## config.mk

```make
export PLATFORM = sky130hd
export DESIGN_NAME = serial_add_ctrl
export DESIGN_NICKNAME = d
export VERILOG_FILES = /design/src/rtl/serial_add_pkg.sv /design/src/rtl/fa_cell.sv /design/src/rtl/serial_add_ctrl.sv
export SDC_FILE = /design/constraint.sdc
export NUM_CORES = 1
export LEC_CHECK = 0
export ABC_AREA = 1
export CAP_MARGIN = 40
export CORE_MARGIN = 2
export CORE_UTILIZATION = 35
export CTS_CLUSTER_SIZE = 16
export DETAILED_ROUTE_END_ITERATION = 12
export SLEW_MARGIN = 5
export SYNTH_ARGS = -nofsm -noshare
export SYNTH_HDL_FRONTEND = slang
export SYNTH_HIERARCHICAL = 1
export SYNTH_SLANG_ARGS = --single-unit
```

## constraint.sdc

```tcl
create_clock -name clk -period 3.3 [get_ports clk]
set_input_delay 0.99 -clock clk [delete_from_list [all_inputs] [get_ports clk]]
set_output_delay 0.99 -clock clk [all_outputs]
set_load 0.02 [all_outputs]
```

## src/rtl/serial_add_pkg.sv

```systemverilog
// Shared types and defaults for the bit-serial adder controller.
package serial_add_pkg;

    localparam int DEFAULT_WIDTH = 8;

    typedef enum logic [1:0] {
        IDLE = 2'b00,
        RUN  = 2'b01,
        DONE = 2'b10
    } state_t;

endpackage

```

## src/rtl/fa_cell.sv

```systemverilog
// One-bit combinational full adder; the single slice shared across all bit positions.
module fa_cell (
    input  logic a,
    input  logic b,
    input  logic ci,
    output logic s,
    output logic co
);

    assign s  = a ^ b ^ ci;
    assign co = (a & b) | (a & ci) | (b & ci);

endmodule

```

## src/rtl/serial_add_ctrl.sv

```systemverilog
// Bit-serial WIDTH-bit adder: one fa_cell stepped LSB first through a carry register.
// Optional macro SERIAL_ADD_SUB_EN adds a 'sub' input for a - b (two's complement).
import serial_add_pkg::*;

module serial_add_ctrl #(
    parameter int WIDTH = DEFAULT_WIDTH
) (
    input  logic             clk,
    input  logic             rst,
    input  logic             start,
`ifdef SERIAL_ADD_SUB_EN
    input  logic             sub,
`endif
    input  logic [WIDTH-1:0] a,
    input  logic [WIDTH-1:0] b,
    input  logic             cin,
    output logic             busy,
    output logic             done,
    output logic [WIDTH-1:0] sum,
    output logic             cout
);

    localparam int CW = (WIDTH > 1) ? $clog2(WIDTH) : 1;

    state_t           state, state_next;
    logic [WIDTH-1:0] a_sh, b_sh, sum_sh, sum_sh_next;
    logic [CW-1:0]    cnt;
    logic             carry;
    logic             s_bit, c_bit;
    logic             last;
    logic [WIDTH-1:0] b_load;
    logic             carry_load;

`ifdef SERIAL_ADD_SUB_EN
    // Subtraction is a + ~b + 1, so cin is replaced by a forced carry-in.
    assign b_load     = sub ? ~b : b;
    assign carry_load = sub ? 1'b1 : cin;
`else
    assign b_load     = b;
    assign carry_load = cin;
`endif

    fa_cell u_slice (
        .a  (a_sh[0]),
        .b  (b_sh[0]),
        .ci (carry),
        .s  (s_bit),
        .co (c_bit)
    );

    assign last = (cnt == CW'(WIDTH - 1));

    // A one-bit register has no upper part to shift in from.
    generate
        if (WIDTH == 1) begin : g_sum_narrow
            assign sum_sh_next = s_bit;
        end else begin : g_sum_wide
            assign sum_sh_next = {s_bit, sum_sh[WIDTH-1:1]};
        end
    endgenerate

    // NOTE: sequential state uses <= so every register samples pre-edge values.
    always_ff @(posedge clk) begin
        if (rst) state <= IDLE;
        else     state <= state_next;
    end

    // NOTE: default assignment first so no path leaves state_next unassigned (no latch).
    always_comb begin
        state_next = state;
        unique case (state)
            IDLE:    if (start) state_next = RUN;
            RUN:     if (last)  state_next = DONE;
            DONE:    state_next = IDLE;
            default: state_next = IDLE;
        endcase
    end

    always_comb begin
        busy = (state == RUN);
        done = (state == DONE);
    end

    // NOTE: every datapath register is cleared on reset so an aborted operation leaves no residue.
    always_ff @(posedge clk) begin
        if (rst) begin
            a_sh   <= '0;
            b_sh   <= '0;
            sum_sh <= '0;
            carry  <= 1'b0;
            cnt    <= '0;
            sum    <= '0;
            cout   <= 1'b0;
        end else begin
            case (state)
                IDLE: begin
                    if (start) begin
                        a_sh   <= a;
                        b_sh   <= b_load;
                        carry  <= carry_load;
                        cnt    <= '0;
                        sum_sh <= '0;
                    end
                end
                RUN: begin
                    a_sh   <= a_sh >> 1;
                    b_sh   <= b_sh >> 1;
                    sum_sh <= sum_sh_next;
                    carry  <= c_bit;
                    cnt    <= last ? '0 : cnt + 1'b1;
                    // Result registers are written only on the edge that enters DONE.
                    if (last) begin
                        sum  <= sum_sh_next;
                        cout <= c_bit;
                    end
                end
                default: ;
            endcase
        end
    end

endmodule

```

==> summary.md <==
| Metric | Value |
|---|---|
| Seq/Total Area, Yosys | 0.444 |
| RSZ-0062 raised after global routing | false |
| Hold Path Depth | 2 |
| Unique masters post-synth | 17 |
| H-tree depth | 2 |
| CTS tree | yes |
| Worst hold slack | 0.469 ns |
| Post-synthesis net count | 264 |
| Dpl cell area | 2040 um^2 |
| Start point of the critical path | state[0] |
| Die height | 73.9 um |
| Vias in the first global route | 1435 |
| Tcrit/Tclk final | 0.812 |
| CP cell instances | inv_1, nor2_1, clkdlybuf4s50_1 |
| Vias per inst | 4.67 |
| Ys Warns | 6 |
| Diodes inserted | 0 |
| CP max-delay cell | clkdlybuf4s50_1 |
| Port bufs | 30 |
| CORE AREA | 4720 um^2 |
| Num CTS Buffers | 5 |
| Avg WL per Cell | 11.6 um |
| First-pass GRT wire length | 6490 um |
| Arr. time, crit path | 1.69 ns |
| R2R depth | 7 |
| Routed Antenna Nets | 0 |
| Worst slack at placement | 0.918 ns |
| Final hold vios | 0 |
| Final setup violation count | 0 |
| Area grow syn2layout | 23.8% |
| WHS Endpoint | sum[6] |
| RePlAce Congestion | 0.773 |
| Setup repair bufs after CTS | 0 |
| DRC | 0 |
| Pwr dens | 437 nW/um^2 |
| Share of layout cells above drive strength 1 | 0.0634 |
| Top FF cell, synth | dfxtp_1 |
| Clk_lat worst skew | 0.29 ns |
| Final instance area | 2120 um^2 |
| HP Class | register to register |
| Post-synth EDFFs | 0 |
| Placed instance count | 328 |
| Count of maximum capacitance violations | 0 |
| CP max FO | 12 |
| Slew of the pin with the lowest slew margin | 0.514 ns |
| R2R setup slack | 1.42 ns |
| Gate count of the mapped netlist | 241 |
| Share of the synthesized area in the top cell type | 0.444 |
| Total GRT Usage | 0.153 |
| Clock slew at reported path FFs | 0.07 ns |
| CTS max path bufs | 2 |
| HP Start | sum_sh[7] |
| Post-synth top cells | nand3_1, nand2_1, dfxtp_1 |
| Worst reg2reg startpoint | state[0] |
| Largest net degree at the start of global routing | 28 |
| Seq cells post-synth | 38 |
| Peak supply drop | 0.000151 V |
| Top cells by area, synth | dfxtp_1, nand3_1, nand2_1, a21oi_1, inv_1 |
| Crit path largest cell delay | 0.63 ns |
| Antenna violations before repair | 0 |
| Sum Neg Setup Slack | 0 ns |
| Req. time, crit path | 2.31 ns |
| Post-route clock skew | 0.00252 ns |
| Final Non-Filler Cells | 335 |
| Critical path class | register to primary output |
| Mapped Area | 1710 um^2 |
| CP startpoint kind | register |
| RR Endpoint | sum[2] |
| Grt total ovfl | 0 |
| Rows | 25 |
| Nets | 291 |
| PostCTS Resize Cnt | 0 |
| Drt initial violations | 116 |
| Count leader, synth | nand3_1 |
| Minimum clock period | 2.68 ns |
| Slew HR | 0.656 |
| Starting density of the core | 0.362 |
| Io pins | 31 |
| DRT Wirelength | 3890 um |
| Max Slew Vio Count | 0 |
| Total power draw | 0.927 mW |
| Router iterations before antenna repair | 4 |
| FMAX | 373 MHz |
| Clock Tree Root | clkbuf_8 |
| Mapped Avg Cell Area | 7.10 um^2 |
| Leak | 0.917 nW |
| Crit path setup slack, layout | 0.621 ns |
| Detailed Place HPWL | 2590 um |
| Die X | 73.9 um |
| Crit end category | primary output |
| Post-synth top area cell | dfxtp_1 |
| Vias | 1563 |
| Run status | complete, no violations |
| Die area | 5470 um^2 |
| Final core occ | 0.449 |
| Async SR Flop Fraction | 0 |
| Clk sinks | 38 |
| Hold_buf cts | 0 |
[kinds of logic after synthesis]
| logic type | Yosys count | synth area share |
|---|---|---|
| AOI/OAI and AO/OA | 27 | 0.0789 |
| adders and majority gates | 3 | 0.0263 |
| buffers and inverters | 50 | 0.131 |
| DFF | 38 | 0.444 |
| and+or+nand+nor | 123 | 0.319 |
[cell type report]
class / instances / area [um^2]
Fill cell: 494 / 2600
Timing Repair Buffer: 35 / 338
Clock inverter: 2 / 10.0
Inverter: 35 / 131
Multi-Input combinational cell: 153 / 727
Sequential cell: 38 / 761
Clock buffer: 5 / 68.8
Tap cell: 67 / 83.8
[worst max-delay path by stage]
| stage | endpoint | slack, ns | depth (start not counted) |
|---|---|---|---|
| floorplan | done | 1.38 | 3 |
| global placement | busy | 0.91 | 3 |
| detailed placement | busy | 0.92 | 3 |
| CTS | busy | 0.59 | 3 |
| global route | busy | 0.48 | 3 |
| finish | busy | 0.62 | 3 |
[report_power, final]
group / internal [mW] / switching (mW)
sequential: 0.479 / 0.0140
combinational: 0.0588 / 0.0726
clock: 0.142 / 0.161
[registers in the layout (all words and copies together) (netlist names)]
signal  cells
a_sh        8
b_sh        8
sum         8
sum_sh      7
cnt         3
state       2
carry       1
cout        1
[critical path, delay by kind of cell (launching register included)]
family | cells | cell delay, ns
buf+inv | 2 | 0.70
flops | 1 | 0.56
simple gates | 1 | 0.14
[cell usage in the layout, fill, tap and decap left out]
| cell | count |
|---|---|
| a21oi_1 | 26 |
| buf_4 | 5 |
| clkbuf_8 | 5 |
| clkdlybuf4s50_1 | 30 |
| clkinv_1 | 1 |
| clkinv_2 | 2 |
| dfxtp_1 | 38 |
| fa_1 | 1 |
| ha_1 | 2 |
| inv_1 | 32 |
| inv_2 | 2 |
| nand2_1 | 48 |
| nand2_2 | 3 |
| nand3_1 | 62 |
| nor2_1 | 10 |
| o21ai_0 | 1 |
[per-layer routing]
layer / part of all wire / up-vias / global-route usage
li1: - / 823 / -
met1: 0.47 / 705 / 0.197
met2: 0.48 / 30 / 0.255
met3: 0.042 / 5 / 0.0420
met4: 0.012 / 0 / 0.0424
met5: 0 / - / 0
Power figures use the tool's default switching activity.
